<file path="src/rtl/stream_mux_rr.sv">
// N-channel registered stream multiplexer: round-robin or software-selected grant,
// with a single valid/ready output register that sustains one word per cycle.
module stream_mux_rr #(
    parameter int SIZE      = 16,
    parameter int CHANNELS  = 4,
    parameter int SEL_WIDTH = 2
) (
    input  logic                     clk,
    input  logic                     rst,
    input  logic [CHANNELS*SIZE-1:0] in_data,
    input  logic [CHANNELS-1:0]      in_valid,
    output logic [CHANNELS-1:0]      in_ready,
    input  logic                     mode,
    input  logic [SEL_WIDTH-1:0]     switch,
    output logic [SIZE-1:0]          out_data,
    output logic                     out_valid,
    input  logic                     out_ready,
    output logic [SEL_WIDTH-1:0]     out_sel
);

    localparam int                   PAD_W = 2 ** (SEL_WIDTH + 1);
    localparam logic [SEL_WIDTH:0]   CH_N  = (SEL_WIDTH + 1)'(CHANNELS);
    localparam logic [SEL_WIDTH-1:0] LAST  = SEL_WIDTH'(CHANNELS - 1);

    logic [SEL_WIDTH-1:0] rr_ptr;
    logic [SIZE-1:0]      data_p0;
    logic [SEL_WIDTH-1:0] sel_p0;
    logic                 vld_p0;

    logic [PAD_W-1:0]     valid_pad;
    logic                 load_en;
    logic                 grant_valid;
    logic                 accept;
    logic [SEL_WIDTH-1:0] grant;
    logic [SEL_WIDTH:0]   idx;
    logic [SIZE-1:0]      grant_data;

    // Zero-padded so any (SEL_WIDTH+1)-bit index is in range; unused channels read as idle.
    assign valid_pad = PAD_W'(in_valid);
    assign load_en   = !vld_p0 || out_ready;
    assign accept    = !rst && load_en && grant_valid;

    always_comb begin
        grant_valid = 1'b0;
        grant       = '0;
        idx         = '0;
        if (mode) begin
            if (({1'b0, switch} < CH_N) && valid_pad[{1'b0, switch}]) begin
                grant_valid = 1'b1;
                grant       = switch;
            end
        end else begin
            // Scan from the farthest offset down so the nearest requester after rr_ptr wins.
            for (int k = CHANNELS - 1; k >= 0; k--) begin
                idx = {1'b0, rr_ptr} + (SEL_WIDTH + 1)'(k);
                if (idx >= CH_N) idx = idx - CH_N;
                if (valid_pad[idx]) begin
                    grant_valid = 1'b1;
                    grant       = idx[SEL_WIDTH-1:0];
                end
            end
        end
    end

    always_comb begin
        in_ready   = '0;
        grant_data = '0;
        for (int i = 0; i < CHANNELS; i++) begin
            if (grant == SEL_WIDTH'(i)) begin
                in_ready[i] = accept;
                grant_data  = in_data[i*SIZE +: SIZE];
            end
        end
    end

    // Stage p0: output register and round-robin pointer
    always_ff @(posedge clk or posedge rst) begin
        if (rst) begin
            vld_p0  <= 1'b0;
            data_p0 <= '0;
            sel_p0  <= '0;
            rr_ptr  <= '0;
        end else if (load_en) begin
            if (grant_valid) begin
                vld_p0  <= 1'b1;
                data_p0 <= grant_data;
                sel_p0  <= grant;
                if (!mode) rr_ptr <= (grant == LAST) ? '0 : grant + 1'b1;
            end else begin
                vld_p0 <= 1'b0;
            end
        end
    end

    assign out_data  = data_p0;
    assign out_sel   = sel_p0;
    assign out_valid = vld_p0;

endmodule

</file>
<file path="config.mk">
export PLATFORM = sky130hd
export DESIGN_NAME = stream_mux_rr
export DESIGN_NICKNAME = d
export VERILOG_FILES = /design/src/rtl/stream_mux_rr.sv
export SDC_FILE = /design/constraint.sdc
export NUM_CORES = 1
export LEC_CHECK = 0
export CAP_MARGIN = 20
export CELL_PAD_IN_SITES_DETAIL_PLACEMENT = 1
export CELL_PAD_IN_SITES_GLOBAL_PLACEMENT = 1
export CORE_ASPECT_RATIO = 0.75
export CORE_MARGIN = 5
export CORE_UTILIZATION = 26
export DETAILED_ROUTE_END_ITERATION = 10
export GPL_ROUTABILITY_DRIVEN = 0
export MAX_ROUTING_LAYER = met4
export PLACE_DENSITY = 0.78
export SETUP_SLACK_MARGIN = 0.4
export SYNTH_ARGS = -nofsm -noshare
export SYNTH_HDL_FRONTEND = slang
export SYNTH_SLANG_ARGS = --single-unit
</file>
<file path="constraint.sdc">
create_clock -name clk -period 3.6 [get_ports clk]
set_clock_uncertainty 0.1 [all_clocks]
set_input_delay 0.72 -clock clk [delete_from_list [all_inputs] [get_ports clk]]
set_output_delay 0.72 -clock clk [all_outputs]
set_load 0.005 [all_outputs]
</file>
==> results of run 1 <==
power breakdown:
group | internal, mW | switching, mW
sequential | 0.339 | 0.0648
clock | 0.0773 | 0.0833
combinational | 0.756 | 0.697
total | 1.17 | 0.845
worst max-delay path, stage by stage:
cell and delay, ns:
clkdlybuf4s15_2 0.22, buf_4 0.16, nor2_1 0.06, nor3_1 0.20, o2111ai_1 0.16, nand4_1 0.19
inv_2 0.06, ha_2 0.19, and2_1 0.13, dlygate4sd2_1 0.27
what timing repair did:
action                     CTS  global route
buffers inserted            10             2
pin swaps                    9             7
resized for setup           44            26
setup endpoints to repair   20            16
cells in the final DEF, fill, tap and decap left out, types with 2 or more instances in the layout:
master and count:
o21ai_0 18, a221oi_1 9, nor2b_4 2, buf_2 2
mux2_2 4, a21oi_2 2, and2_1 4, nor2_4 2
mux2_4 2, nand2_1 28, nor2b_1 15, dfrtp_1 20
mux2i_1 4, nor3_2 5, a221oi_2 2, nand2b_1 5
o21ai_1 4, nor3_1 8, clkdlybuf4s50_1 86, ha_2 4
dlygate4sd2_1 2, nor2_1 5, nand3b_1 4, inv_2 2
clkdlybuf4s15_2 3, a21oi_1 20, clkbuf_2 3, clkbuf_8 3
o21a_1 2, buf_4 29
cells by family (layout without fill, tap and decap cells):
group,Yosys count,count (layout)
flip-flops,21,21
adder cells (fa/ha/maj),5,5
multiplexers,11,11
AO/OA/AOI/OAI,68,68
buffers and inverters,18,134
AND/OR/NAND/NOR,82,82
layout make-up:
cell class	instances	area, sq um
Clock buffer	3	41.3
Clock inverter	1	5.00
Fill cell	760	3180
Inverter	3	11.3
Multi-Input combinational cell	166	1200
Sequential cell	21	527
Tap cell	81	101
Timing Repair Buffer	127	1190
routing by layer:
metal / vias to the layer above / routed length [um] / GRT usage
met1: 940 / 3640 / 0.267
met2: 54 / 3430 / 0.263
li1: 974 / - / -
met3: 16 / 258 / 0.0167
met4: 0 / 182 / 0.0223
met5: - / 0 / -
registers in the layout, indices dropped and copies added, names as in the netlist:
register	flops
out_data	16
out_valid	1
rr_ptr	2
out_sel	2
final timing paths:
| kind | slack, ns | start | end |
|---|---|---|---|
| worst max-delay path | 0.42 | in_valid[1] | in_ready[0] |
| worst min-delay path | 0.38 | out_data[7] | out_data[7] |
| worst max register to register | 0.52 | rr_ptr[1] | out_data[2] |
| worst min register to register | 0.38 | out_data[7] | out_data[7] |
| max in group asynchronous | 1.89 | rst | rr_ptr[1] |
| min in group asynchronous | 0.92 | rst | rr_ptr[0] |
==> impl_metrics.py, run 1 <==
metrics = {
    "critical_path": {
        "cp.arrival_ns": 2.36,
        "start_kind": "input port",
        "required_ns": 2.78,
        "cp_max_fo": 6,
        "path_class": "input port to primary output",
        "critPathCaptureType": "primary output",
        "reg2reg_depth": 14,
    },
    "worst_hold_path": {
        "whs_path_depth": 2,
        "worstHoldPathType": "flop to flop",
    },
    "drt": {
        "wire_per_inst_um": 18.7,
        "routed_wl_mm": 7.51,
        "antenna_left": 0,
        "first_iter_violations": 88,
        "drc": 0,
        "firstDrtPassIters": 4,
        "vias": 1984,
        "viasPerCell": 4.94,
    },
    "placement": {
        "placed_area_sq_mm": 0.00279,
        "dp.final_hpwl_mm": 5.55,
        "dpl_worst_slack_ns": -0.369,
        "dp.cells": 386,
        "io_buffers": 96,
    },
    "outcome": {
        "status": "finished clean",
    },
    "yosys": {
        "synth_nets": 284,
        "syn_area_per_cell_sq_um": 8.10,
        "synth_top_area_frac": 0.317,
        "ys_warn_count": 0,
        "ys_seq_area_frac": 0.317,
        "synth_area_leaders": "dfrtp_1 (32%), o21ai_0 (6.9%), a21oi_1 (6.6%)",
        "netlist_area_sq_mm": 0.00166,
        "yosys-top-cells-count": "nand2_1 (28), o21ai_0 (23), a21oi_1 (22)",
        "synth.area.mux_share": 0.0754,
        "synth_compound_area_frac": 0.269,
        "yosys.area_share.adder": 0.0377,
        "syn-instance-count": 205,
        "synth_edf_count": 0,
        "synth_cell_type_count": 33,
        "synth_xor_xnor_area_share": 0,
        "synth_top_family_by_area": "compound AO/OA/AOI/OAI gates",
        "synth_area_leader_cell": "dfrtp_1",
        "synth.most_common_cell": "nand2_1",
        "synth-async-reset-ratio": 1.00,
        "ys.flop_type": "dfrtp_1",
        "synth_seq_cells": 21,
        "synth-simple-area-share": 0.249,
    },
    "layout": {
        "final_util": 0.491,
        "design_area_sq_mm": 0.00307,
        "antennaDiodeCount": 0,
        "drive_above_1_share": 0.249,
        "final_nets": 401,
        "fin_cells": 402,
        "syn_to_final_growth_pct": 85.0,
    },
    "job": {
        "max_cap_viol_count": 0,
    },
    "timing": {
        "worst_pin_slew_ns": 0.871,
        "setup_ws_ns": 0.417,
        "slew_headroom": 0.419,
        "fin_setup_tns_ns": 0,
        "setup_violations": 0,
        "fin_crit_sh": 0.884,
        "rsz0062_at_grt": "true",
        "drv_slew": 0,
        "post-route-min-period_ns": 3.18,
        "fmax_mhz": 314,
        "hold_slack_ns": 0.382,
        "finalHoldViolCount": 0,
    },
    "power_and_ir_drop": {
        "powerDensity_mw_per_mm2": 657,
        "ir_drop_uv": 244,
        "power_mw": 2.02,
        "power.leakage_nw": 1.24,
    },
    "clocking": {
        "holdBufCountCts": 0,
        "numClockSinks": 21,
        "clkTransAtPathRegs_ns": 0.08,
        "cts_max_path_buffers": 2,
        "cts-root-buf": "clkbuf_8",
        "htree_levels": 1,
        "cts_buffers": 3,
        "cts_tree": "yes",
        "clock_latency_ns": 0.27,
    },
    "floorplanning": {
        "core_sq_mm": 0.00626,
        "rows": 25,
        "die_h_um": 79.2,
        "dieArea_sq_mm": 0.00810,
        "io-pin-count": 97,
        "die_w_um": 102,
        "initial_core_util": 0.265,
    },
    "grt": {
        "grt_max_degree": 33,
        "grt_pass1_vias": 2008,
        "gr-usage-all-layers": 0.177,
        "grt_overflow": 0,
        "grt_pass1_wl_mm": 10.9,
        "antenna_found_initial": 0,
    },
}
No activity file was read; power rests on OpenSTA's default activity.
==> run 2: changes to the inputs <==
--- a/config.mk
+++ b/config.mk
@@ -5,6 +5,7 @@
 export SDC_FILE = /design/constraint.sdc
 export NUM_CORES = 1
 export LEC_CHECK = 0
+export ABC_AREA = 1
 export CAP_MARGIN = 20
 export CELL_PAD_IN_SITES_DETAIL_PLACEMENT = 1
 export CELL_PAD_IN_SITES_GLOBAL_PLACEMENT = 1
==> run 2 against run 1 <==
Effect of this change:
- global-route usage fell by 1.1 points
- largest cell class is now buffers
- largest power group unchanged
- via count grew 2.9%
- critical endpoint unchanged
- first-iteration DRC count down 20%
- design area up 2.5%
==> impl_metrics.py, run 2 <==
metrics = {
    "power_and_ir_drop": {
        "switching_share": 0.459,
        "power_switching_mw": 1.06,
        "power_mw": 2.30,
        "comb_power_share": 0.751,
        "seqPwrFrac": 0.177,
        "clockPowerShare": 0.072,
        "power.leakage_nw": 1.36,
        "ir_drop_uv": 213,
        "powerDensity_mw_per_mm2": 730,
        "intPower_mw": 1.24,
    },
    "yosys": {
        "synth-simple-area-share": 0.247,
        "ys.flop_type": "dfrtp_1",
        "synth_seq_cells": 21,
        "synth_top_family_by_area": "simple AND/OR/NAND/NOR gates",
        "netlist_area_sq_mm": 0.00173,
        "synth_compound_area_frac": 0.217,
        "synth.area.mux_share": 0.0924,
        "synth_area_leaders": "dfrtp_1 (30%), nand2_1 (13%), mux2i_1 (9.2%)",
        "ys_seq_area_frac": 0.303,
        "ys_warn_count": 0,
        "synth_cell_type_count": 23,
        "synth_xor_xnor_area_share": 0,
        "syn-instance-count": 227,
        "synth_area_leader_cell": "dfrtp_1",
        "syn_area_per_cell_sq_um": 7.63,
        "yosys.area_share.adder": 0.0361,
        "synth_nets": 306,
        "synth.most_common_cell": "nand2_1",
        "synth_edf_count": 0,
        "yosys-top-cells-count": "nand2_1 (62), inv_1 (22), dfrtp_1 (21), o21ai_0 (21)",
        "synth_top_area_frac": 0.303,
        "synth-async-reset-ratio": 1.00,
    },
    "floorplanning": {
        "rows": 25,
        "io-pin-count": 97,
        "core_sq_mm": 0.00638,
        "initial_core_util": 0.272,
        "dieArea_sq_mm": 0.00841,
        "die_h_um": 80.7,
        "die_w_um": 104,
    },
    "layout": {
        "syn_to_final_growth_pct": 81.7,
        "largest_register_ffs": 16,
        "layout_common_cells": "clkdlybuf4s50_1 (86), nand2_1 (52), buf_4 (30)",
        "final_nets": 427,
        "design_area_sq_mm": 0.00315,
        "final_common_cell": "clkdlybuf4s50_1",
        "antennaDiodeCount": 0,
        "drive_above_1_share": 0.308,
    },
    "clocking": {
        "cts_tree": "yes",
        "cts_buffers": 3,
        "cts-root-buf": "clkbuf_8",
        "cts_max_path_buffers": 2,
        "holdBufCountCts": 0,
        "clock_latency_ns": 0.27,
        "clkTransAtPathRegs_ns": 0.08,
        "numClockSinks": 21,
        "htree_levels": 1,
    },
    "grt": {
        "gr-usage-all-layers": 0.166,
        "grt_overflow": 0,
        "grt_pass1_wl_mm": 10.9,
        "antenna_found_initial": 0,
        "grt_max_degree": 33,
        "grt_pass1_vias": 2151,
    },
    "critical_path": {
        "start_kind": "input port",
        "path_class": "input port to primary output",
        "cp_cell_sequence": "dlygate4sd2_1, inv_2, nand2_2, nand3_2, nand2_2, inv_2, nand3_1, nand3_2, nand2_4, inv_4, ha_4, inv_2, nor3_2, buf_2",
        "critical-path-max-stage-delay_ns": 0.25,
        "cpMaxStageDelayCell": "dlygate4sd2_1",
        "required_ns": 2.78,
        "path_common_cell": "inv_2",
        "critPathCaptureType": "primary output",
        "reg2reg_from": "rr_ptr[1]",
        "cp.arrival_ns": 2.30,
        "startpoint": "in_valid[3]",
        "cp_max_fo": 4,
    },
    "drt": {
        "wire_per_inst_um": 16.9,
        "routed_wl_mm": 7.24,
        "vias": 2041,
        "antenna_left": 0,
        "drc": 0,
        "first_iter_violations": 70,
        "viasPerCell": 4.77,
        "firstDrtPassIters": 4,
    },
    "placement": {
        "placed_area_sq_mm": 0.00281,
        "dp.final_hpwl_mm": 5.45,
        "io_buffers": 96,
    },
    "timing": {
        "worst_pin_slew_ns": 0.836,
        "fmax_mhz": 320,
        "fin_setup_tns_ns": 0,
        "post-route-min-period_ns": 3.12,
        "setup_violations": 0,
        "hold_slack_ns": 0.392,
        "fin_crit_sh": 0.867,
        "finalHoldViolCount": 0,
        "slew_headroom": 0.442,
        "rsz0062_at_grt": "true",
        "drv_slew": 0,
    },
    "worst_hold_path": {
        "worstHoldPathType": "flop to flop",
        "hold_start": "out_sel[1]",
    },
    "outcome": {
        "status": "finished clean",
    },
    "job": {
        "max_cap_viol_count": 0,
    },
}
-- run 2: changes by cell type in the layout (fill, tap and decap cells not counted), moves of 13 or more --
cell / delta
a22oi_1: +15
o21ai_2: +16
nand2_1: +24
nand2_2: +15
nor2b_1: -15
inv_1: +13
a21oi_1: -19
-- run 2: final timing paths --
kind                          endpoint  slack (ns)  cells past startpoint
hold reg to reg             out_sel[1]        0.39                      2
hold / removal              out_sel[1]        0.39                      2
setup reg to reg           out_data[7]        0.60                     19
min in group asynchronous   out_sel[0]        1.02                      2
setup / recovery           in_ready[0]        0.48                     14
max in group asynchronous    rr_ptr[1]        1.81                      2
-- run 2: logic make-up (layout without fill, tap and decap cells) --
group,after synthesis,after routing
AO/OA/AOI/OAI,55,55
adder cells (fa/ha/maj),5,5
buffers and inverters,36,156
flip-flops,21,21
multiplexers,16,16
AND/OR/NAND/NOR,94,94
-- run 2: repair_timing --
item / 4_1_cts / 5_1_grt
endpoints found under the setup margin: 20 / 19
buffers inserted: 8 / 10
pin swaps: 10 / 9
resized for setup: 54 / 22
-- run 2: worst max-delay path, delay by kind of cell --
kind                     cells  cell delay, ns
AND/OR/NAND/NOR              7            0.74
buffers and inverters        6            0.72
adder cells (fa/ha/maj)      1            0.13
-- run 2: stage by stage --
stage / cells / setup WS (ns) / utilization
final: 428 / 0.477 / 0.494
after global routing: 428 / 0.347 / 0.494
after CTS: 418 / 0.455 / 0.473
after detailed placement: 406 / -0.353 / 0.441
after global placement: 406 / -0.213 / 0.441
after floorplan: 227 / 0.479 / -
-- run 2: metal layers --
| metal | global-route usage | share of wire | wire [um] |
|---|---|---|---|
| met2 | 0.276 | 0.50 | 3620 |
| met1 | 0.213 | 0.44 | 3190 |
| met4 | 0.0440 | 0.012 | 85 |
| met3 | 0.0217 | 0.046 | 336 |
| met5 | - | 0 | 0 |
-- run 2: final cells by class --
cell class	instances	area [sq um]
Multi-Input combinational cell	170	1180
Sequential cell	21	527
Inverter	24	100
Tap cell	81	101
Clock inverter	1	5.00
Fill cell	788	3230
Clock buffer	3	41.3
Timing Repair Buffer	128	1200
-- run 2: power by group through the flow --
stage	sequential, mW	clock (mW)	combinational (mW)
2_1_floorplan	0.406	0	0.820
3_3_place_gp	0.398	0	1.32
3_5_place_dp	0.406	0	1.36
4_1_cts	0.403	0.170	1.58
5_1_grt	0.422	0.181	1.89
6_report	0.407	0.165	1.73
==> variant (settings of run 1) <==
Reset style: synchronous (`rst`), changed in one clocked block.
--- a/src/rtl/stream_mux_rr.sv
+++ b/src/rtl/stream_mux_rr.sv
@@ -74,7 +74,7 @@
     end
 
     // Stage p0: output register and round-robin pointer
-    always_ff @(posedge clk or posedge rst) begin
+    always_ff @(posedge clk) begin
         if (rst) begin
             vld_p0  <= 1'b0;
             data_p0 <= '0;
Formal check against the unedited RTL: differs if rst is asserted again (counterexample within 4 cycles, from zero or initial values and one cycle with rst high); with rst held inactive, the same outputs for 10 cycles.
==> variant against run 1 <==
Critical path depth did not move. Routed wire length rose by 3.8%. Final area rose by 0.98%. Cell count rose by 0.25%. Synthesized area fell by 4.2%. Sequential cell count did not move. Die area fell by 3.8%. Power fell by 34%. Setup slack got worse by 0.063 ns.
==> variant: results (changes against run 1) <==
Placed design
  – Placed cells: 388 (was 386)
  – HPWL Detailed: 5300 um (was 5550 um)
  – Worst slack at placement: -0.433 ns (was -0.369 ns)

Worst setup path
  – Worst Reg-to-Reg Cells: 17 (was 14)
  – CP arrival: 2.43 ns (was 2.36 ns)
  – R2r setup slk: 0.40 ns (was 0.52 ns)
  – Crit Reg-Reg Endpoint: out_data[11] (was out_data[2])
  – Crit path max fanout: 3 (was 6)
  – Critical Path End: in_ready[3] (was in_ready[0])

Layout
  – Layout area overhead: 95.0% (was 85.0%)
  – Final #Nets: 405 (was 401)
  – Fillers: 683 (was 760)
  – Non-clock buffer share: 0.407 (was 0.386)
  – Non-CTS inverters: 11 (was 3)
  – #MultiIn Comb: 157 (was 166)
  – Clkbuf count: 4 (was 3)
  – Seq cells: 21 (unchanged)
  – FF/Latch Area: 425 um2 (was 527 um2)
  – Clock buffers and inverters, area share: 0.0145 (was 0.0151)

Synth
  – Cell variety after synth: 37 (was 33)
  – Sequential-to-total area share from yosys stat: 0.264 (was 0.317)
  – Top FF cell, synth: dfxtp_1 (was dfrtp_1)
  – Synth cell count leaders: 22 x a21oi_1, 22 x nor2_1, 21 x dfxtp_1 (was 28 x nand2_1, 23 x o21ai_0, 22 x a21oi_1)
  – Synthesized area per cell: 7.72 um2 (was 8.10 um2)
  – Cells taking the most area after synthesis: dfxtp_1 26%, a211oi_1 8.5%, a21oi_1 6.9% (was dfrtp_1 32%, o21ai_0 6.9%, a21oi_1 6.6%)
  – Post-synthesis async set-or-reset flop share: 0 (was 1.00)

Power and ir drop
  – Leak Pwr: 1.23 nW (was 1.24 nW)
  – Peak VDD IR: 0.000233 V (was 0.000244 V)

Outcome
  – Outcome: complete, no violations (unchanged)

STA
  – Max-slew headroom: 0.715 (was 0.419)
  – F_max: 308 MHz (was 314 MHz)

Global routing
  – Total GRT Usage: 0.186 (was 0.177)
  – Vias in the first global route: 2,231 (was 2,008)

Routing
  – Drt total wl: 7800 um (was 7510 um)
  – DRT iter0 DRCs: 106 (was 88)
  – Vias per inst: 5.24 (was 4.94)

Hold path
  – Hold wc startpoint: out_data[2] (was out_data[7])
## variant: cell count changes after synthesis, moves of 4 or more
cell,delta
a211oi_1,+18
nor2_1,+15
dfxtp_1,+21
nand3b_1,-4
inv_1,+7
o21ai_0,-17
dfrtp_1,-21
nand2_1,-19
## variant: worst max-delay path, cell delays in order
cell and delay (ns):
buf_6 0.10, mux4_2 0.46, o211a_1 0.26, a211oi_2 0.20, buf_4 0.15, buf_6 0.11, inv_6 0.04, ha_4 0.15
and2_4 0.13, buf_6 0.11
## variant: how the worst min path moves through the flow
stage                        end  slack (ns)  cells past startpoint
floorplan           out_data[12]        0.39                      2
global placement    out_data[13]        0.39                      2
detailed placement  out_data[12]        0.40                      2
CTS                 out_data[12]        0.41                      2
global route         out_data[2]        0.44                      2
finish               out_data[2]        0.41                      2
## variant: power groups by stage
stage	registers [mW]	logic (mW)	clock network (mW)
4_1_cts	0.316	0.779	0.157
6_report	0.320	0.851	0.154
5_1_grt	0.326	0.918	0.170
2_1_floorplan	0.314	0.381	0
3_5_place_dp	0.318	0.694	0
3_3_place_gp	0.314	0.677	0
## variant: metrics by stage
step,TNS (ns),util
detailed placement,-5.48,0.467
CTS,0,0.504
finish,0,0.527
floorplan,0,-
global placement,-3.70,0.467
global route,0,0.527
## variant: what timing repair did
action,CTS,global route
resized for setup,72,24
setup buffers,6,4
setup endpoints to repair,20,19
pin swaps,7,22
gates cloned,1,0
## variant: per-layer routing
layer | vias up | global-route usage | routed length (um)
met3 | 4 | 0.0466 | 485
met1 | 1031 | 0.232 | 3380
met5 | - | - | 0
li1 | 1005 | - | -
met2 | 73 | 0.313 | 3900
met4 | 0 | 0.0188 | 32
## variant: cells by family after synthesis
family	share of synthesized area
flops	0.264
buf+inv	0.0858
fa+ha+maj	0.0393
simple gates	0.208
mux	0.0669
compound gates	0.335
